## src/rtl/stream_para_feature_loader.sv

```systemverilog
// Stream consumer for the weight/feature source: selects the source mode, accepts
// beats and routes them to the weight RAM (incrementing address) or the feature FIFO.
module stream_para_feature_loader #(
    parameter int unsigned DATA_WIDTH        = 128,
    parameter int unsigned WEIGHT_ADDR_WIDTH = 19,
    parameter int unsigned FEATURE_CNT_WIDTH = 21
) (
    input  logic                         clk,
    input  logic                         rst,
    input  logic [WEIGHT_ADDR_WIDTH-1:0] cfg_weight_num,
    input  logic [FEATURE_CNT_WIDTH-1:0] cfg_feature_num,
    input  logic                         start_weight,
    input  logic                         start_feature,
    output logic                         EN,
    input  logic [DATA_WIDTH-1:0]        S_Data,
    input  logic                         S_Valid,
    output logic                         S_Ready,
    input  logic                         feature_almost_full,
    output logic                         weight_wr_en,
    output logic [WEIGHT_ADDR_WIDTH-1:0] weight_wr_addr,
    output logic [DATA_WIDTH-1:0]        weight_wr_data,
    output logic                         feature_wr_en,
    output logic [DATA_WIDTH-1:0]        feature_wr_data,
    output logic                         weight_done,
    output logic                         feature_done,
    output logic                         busy
);

    // One counter serves both loads, so it is as wide as the wider of the two.
    localparam int unsigned CNT_W = (FEATURE_CNT_WIDTH > WEIGHT_ADDR_WIDTH) ?
                                    FEATURE_CNT_WIDTH : WEIGHT_ADDR_WIDTH;

    typedef enum logic [2:0] {IDLE, LOAD_W, LOAD_F, FINISH_W, FINISH_F} state_e;

    state_e                         state_q, state_d;
    logic [CNT_W-1:0]               cnt_q, cnt_d;
    logic [CNT_W-1:0]               num_q, num_d;
    logic                           en_q, en_d;
    logic                           w_en_q, w_en_d;
    logic [WEIGHT_ADDR_WIDTH-1:0]   w_addr_q, w_addr_d;
    logic [DATA_WIDTH-1:0]          w_data_q, w_data_d;
    logic                           f_en_q, f_en_d;
    logic [DATA_WIDTH-1:0]          f_data_q, f_data_d;
    logic                           accept;
    logic                           last_beat;

    assign accept    = S_Valid & S_Ready;
    assign last_beat = (cnt_q == num_q - CNT_W'(1));

    always_ff @(posedge clk) begin
        if (rst) begin
            state_q  <= IDLE;
            cnt_q    <= '0;
            num_q    <= '0;
            en_q     <= 1'b0;
            w_en_q   <= 1'b0;
            w_addr_q <= '0;
            w_data_q <= '0;
            f_en_q   <= 1'b0;
            f_data_q <= '0;
        end else begin
            state_q  <= state_d;
            cnt_q    <= cnt_d;
            num_q    <= num_d;
            en_q     <= en_d;
            w_en_q   <= w_en_d;
            w_addr_q <= w_addr_d;
            w_data_q <= w_data_d;
            f_en_q   <= f_en_d;
            f_data_q <= f_data_d;
        end
    end

    always_comb begin
        state_d = state_q;
        case (state_q)
            IDLE: begin
                if (start_weight) begin
                    state_d = (cfg_weight_num == '0) ? FINISH_W : LOAD_W;
                end else if (start_feature) begin
                    state_d = (cfg_feature_num == '0) ? FINISH_F : LOAD_F;
                end
            end
            LOAD_W:   if (accept && last_beat) state_d = FINISH_W;
            LOAD_F:   if (accept && last_beat) state_d = FINISH_F;
            FINISH_W: state_d = IDLE;
            FINISH_F: state_d = IDLE;
            default:  state_d = IDLE;
        endcase
    end

    always_comb begin
        cnt_d    = cnt_q;
        num_d    = num_q;
        en_d     = en_q;
        w_en_d   = 1'b0;
        w_addr_d = w_addr_q;
        w_data_d = w_data_q;
        f_en_d   = 1'b0;
        f_data_d = f_data_q;
        if (state_q == IDLE) begin
            if (start_weight) begin
                num_d = CNT_W'(cfg_weight_num);
                cnt_d = '0;
                en_d  = 1'b1;
            end else if (start_feature) begin
                num_d = CNT_W'(cfg_feature_num);
                cnt_d = '0;
                en_d  = 1'b0;
            end
        end
        // Writes are the registered image of the accepted beat; the address is the pre-increment count.
        if (accept) begin
            cnt_d = cnt_q + CNT_W'(1);
            if (state_q == LOAD_W) begin
                w_en_d   = 1'b1;
                w_addr_d = cnt_q[WEIGHT_ADDR_WIDTH-1:0];
                w_data_d = S_Data;
            end else begin
                f_en_d   = 1'b1;
                f_data_d = S_Data;
            end
        end
    end

    always_comb begin
        S_Ready      = 1'b0;
        busy         = (state_q != IDLE);
        weight_done  = (state_q == FINISH_W);
        feature_done = (state_q == FINISH_F);
        case (state_q)
            LOAD_W:  S_Ready = 1'b1;
            LOAD_F:  S_Ready = !feature_almost_full;
            default: S_Ready = 1'b0;
        endcase
    end

    assign EN              = en_q;
    assign weight_wr_en    = w_en_q;
    assign weight_wr_addr  = w_addr_q;
    assign weight_wr_data  = w_data_q;
    assign feature_wr_en   = f_en_q;
    assign feature_wr_data = f_data_q;

endmodule
```

## config.mk

```make
export PLATFORM = sky130hd
export DESIGN_NAME = stream_para_feature_loader
export DESIGN_NICKNAME = d
export VERILOG_FILES = /design/src/rtl/stream_para_feature_loader.sv
export SDC_FILE = /design/constraint.sdc
export NUM_CORES = 1
export LEC_CHECK = 0
export BUFFER_PORTS_ARGS = -buffer_cell sky130_fd_sc_hd__buf_2
export CORE_AREA = 2 2 177 179
export CTS_CLUSTER_SIZE = 10
export DETAILED_ROUTE_END_ITERATION = 12
export DIE_AREA = 0 0 179 181
export PLACE_DENSITY = 0.68
export REMOVE_ABC_BUFFERS = 1
export SLEW_MARGIN = 15
export SYNTH_ARGS = -nofsm -noshare
export SYNTH_HDL_FRONTEND = slang
export SYNTH_SLANG_ARGS = --single-unit
export TNS_END_PERCENT = 50
```

## constraint.sdc

```tcl
create_clock -name clk -period 2.95 [get_ports clk]
set_input_delay 0 -clock clk [delete_from_list [all_inputs] [get_ports clk]]
set_output_delay 0 -clock clk [all_outputs]
set_load 0.01 [all_outputs]
```

==> impl_metrics.yaml <==
status:
  run_status: "completed"
layout:
  drive_gt1_share_pct: 25.22
  layout_common_cells: "nand2_1 (574), buf_2 (454), dfxtp_1 (323)"
  post-route-cell-area_mm2: 0.01776
  layout_commonest_cell: "nand2_1"
  antenna_cells_inserted: 0
  final.fill_count: 2740
  layout.nets: 2319
  syn_to_final_growth_pct: 43.82
floorplanning:
  die_h_um: 181
  die_area_mm2: 0.03240
  floorplan.core_area_mm2: 0.03035
  ioPinCount: 456
  floorplan.rows: 64
  initial_utilization_pct: 40.68
  die_width_um: 179
worst_setup_path:
  critical_path.endpoint_type: "register"
  critical_path_required_time_ps: 3360
  cp_max_fo: 7
  cp-start-kind: "register"
  arrival_worst_endpoint_ps: 3020
  timing.setup.critical_path_class: "register to register"
global_routing:
  grt_first_pass_wirelength_um: 64600
  grt-ovfl-total: 0
  first_global_vias: 12420
  track_usage_pct: 24.79
  grt_max_degree: 106
  grt_antenna_before_repair: 0
clock_tree:
  cts-htree-levels: 2
  clk-insertion-delay-late_ps: 520
  cts-resized-gates: 0
  cts-buffers-inserted: 39
  clock_tree_from_tritoncts: "built"
  worst_case_clock_buffer_depth: 3
  clk_pin_slew_ps: 60
  clk_root_buffer_cell: "clkbuf_16"
  clock_sink_count: 323
logic_synthesis:
  synth-seq-cells: 323
  synth-warning-count: 0
  yosysSeqAreaShare_pct: 52.38
  area_share_of_the_largest_cell_type_after_synthesis_pct: 52.38
  syn_area_per_cell_um2: 7.884
  yosys-top-cells-area: "dfxtp_1 (52%), nand2_1 (17%), a21oi_1 (12%)"
  netlist.top_cell.by_area: "dfxtp_1"
  postSynthCellCount: 1566
  netlist_area_mm2: 0.01235
  count_of_flip_flops_with_a_built_in_enable_after_synthesis: 0
  synth-async-reset-ratio_pct: 0
  synth_flop_cell: "dfxtp_1"
  yosysUniqueCellTypes: 57
place:
  placement.cell_area_mm2: 0.01493
  globalplace.congestion: 0.9020
  dp_hpwl_um: 27670
  pre_cts_slack_ps: 335.7
  placement.io_buffers: 455
timing:
  finalSetupViolations: 0
  max_freq_mhz: 383.1
  finalClockSkew_ps: 18.76
  setup_repair_after_global_routing_missed_its_margin: "no"
  worst_slack_ps: 340.1
  layout_worst_path_cycle_share_pct: 88.47
  slew_viol_final: 0
  worst-slew-pin-transition_ps: 745.1
  finalCriticalPeriod_ps: 2610
  worst_slew_slack_as_a_fraction_of_its_limit_pct: 50.32
  report.final.hold_viol_count: 0
route:
  detail_route.drc_violations: 0
  post_drt_via_cell_ratio: 5.059
  drt-wirelength-per-cell_um: 16.52
  drt_iter0_drc: 705
  vias: 12900
  finalWirelength_um: 42100
  detail-route-antenna-nets: 0
  drt_pre_antenna_iters: 5
min_path:
  min-delay-path-class: "input pin to register"
power:
  power-per-cell-area_mw_per_mm2: 649.8
  ir_worst_vdd_mv: 0.3557
  power.static_leakage_nw: 7.623
flow_run:
  drv.max_cap_violation_count: 0
-- per-layer routing --
| layer | GRT usage [%] | part of all wire [%] | vias to the layer above |
|---|---|---|---|
| li1 | - | - | 6321 |
| met1 | 28.88 | 39 | 5920 |
| met2 | 42.17 | 48 | 501 |
| met3 | 4.356 | 6.8 | 154 |
| met4 | 14.73 | 6.4 | 0 |
| met5 | 0 | 0 | - |
-- timing repair --
item,4_1_cts,5_1_grt
buffers inserted,0,0
hold buffers,174,0
hold endpoints to repair,283,0
-- synthesized netlist by cell type (all sizes together) (2+ instances only) --
library cell / instances
or2: 2
a22oi: 2
o21ai: 13
ha: 2
and4: 4
mux2i: 21
buf: 22
nor3b: 6
and3: 8
clkbuf: 92
nor2: 55
and2: 3
nor3: 7
dfxtp: 323
nand2: 575
a211oi: 23
nor4: 15
nand3b: 9
nand3: 16
a21oi: 291
nand4b: 2
mux2: 5
nor2b: 5
inv: 5
or4: 3
xor2: 13
xnor2: 19
o21a: 3
nand4: 6
-- cell type report --
class,instances,area [um^2],share of cell area [%]
Sequential cell,323,6466,36.42
Inverter,5,18.77,0.1057
Clock inverter,5,40.04,0.2255
Tap cell,396,495.5,2.790
Multi-Input combinational cell,1124,5418,30.51
Timing Repair Buffer,650,4274,24.07
Clock buffer,46,1044,5.877
-- final timing paths --
| kind | cells after the start | endpoint | slack (ps) | start |
|---|---|---|---|---|
| max reg2reg | 10 | state_q[1]$_SDFFE_PP0P_ | 340 | num_q[0]$_SDFFE_PP0P_ |
| max | 10 | state_q[1]$_SDFFE_PP0P_ | 340 | num_q[0]$_SDFFE_PP0P_ |
| min reg2reg | 2 | feature_wr_data[67]$_SDFFE_PP0P_ | 450 | feature_wr_data[67]$_SDFFE_PP0P_ |
| min | 5 | state_q[2]$_SDFFE_PP0P_ | 50 | cfg_feature_num[0] |
-- critical path: stages, from the launching register on --
cell,delay (ps)
dfxtp_1,350
inv_1,90
ha_1,170
nor2b_1,280
and3_1,380
nand2_1,110
xnor2_1,160
a2111oi_2,340
and4_1,250
a21oi_2,80
mux2_4,310
-- report_power, final --
part | internal, mW | switching (mW) | total (mW) | leakage [nW]
clock | 2.47 | 1.72 | 4.20 | 0.535
combinational | 0.966 | 1.41 | 2.37 | 4.47
sequential | 4.72 | 0.248 | 4.97 | 2.62
-- flip-flops by register name (all words and copies together) (netlist names) --
name / cells
EN: 1
weight_wr_en: 1
state_q: 3
cnt_q: 21
feature_wr_en: 1
num_q: 21
feature_wr_data: 128
weight_wr_addr: 19
weight_wr_data: 128
-- through the flow --
stage	cells	hold slack, ps	setup TNS (ps)	total power [mW]	util [%]
global placement	2324	251.9	0	7.188	49.20
finish	2549	50.84	0	11.54	58.51
global route	2549	95.58	0	12.12	58.51
CTS	2549	65.14	0	11.62	58.51
detailed placement	2324	256.8	0	7.225	49.20
floorplan	1452	69.07	-406100	6.243	-
-- kinds of logic after synthesis --
kind of cell | count (synthesis) | share of synthesized area, %
DFF | 323 | 52.38
buffers and inverters | 119 | 3.922
and+or+nand+nor | 721 | 24.13
AOI/OAI and AO/OA | 343 | 14.91
muxes | 26 | 2.189
xor gates and xnor gates | 32 | 2.270
adders and majority gates | 2 | 0.2027
No activity file was read; power rests on OpenSTA's default activity.
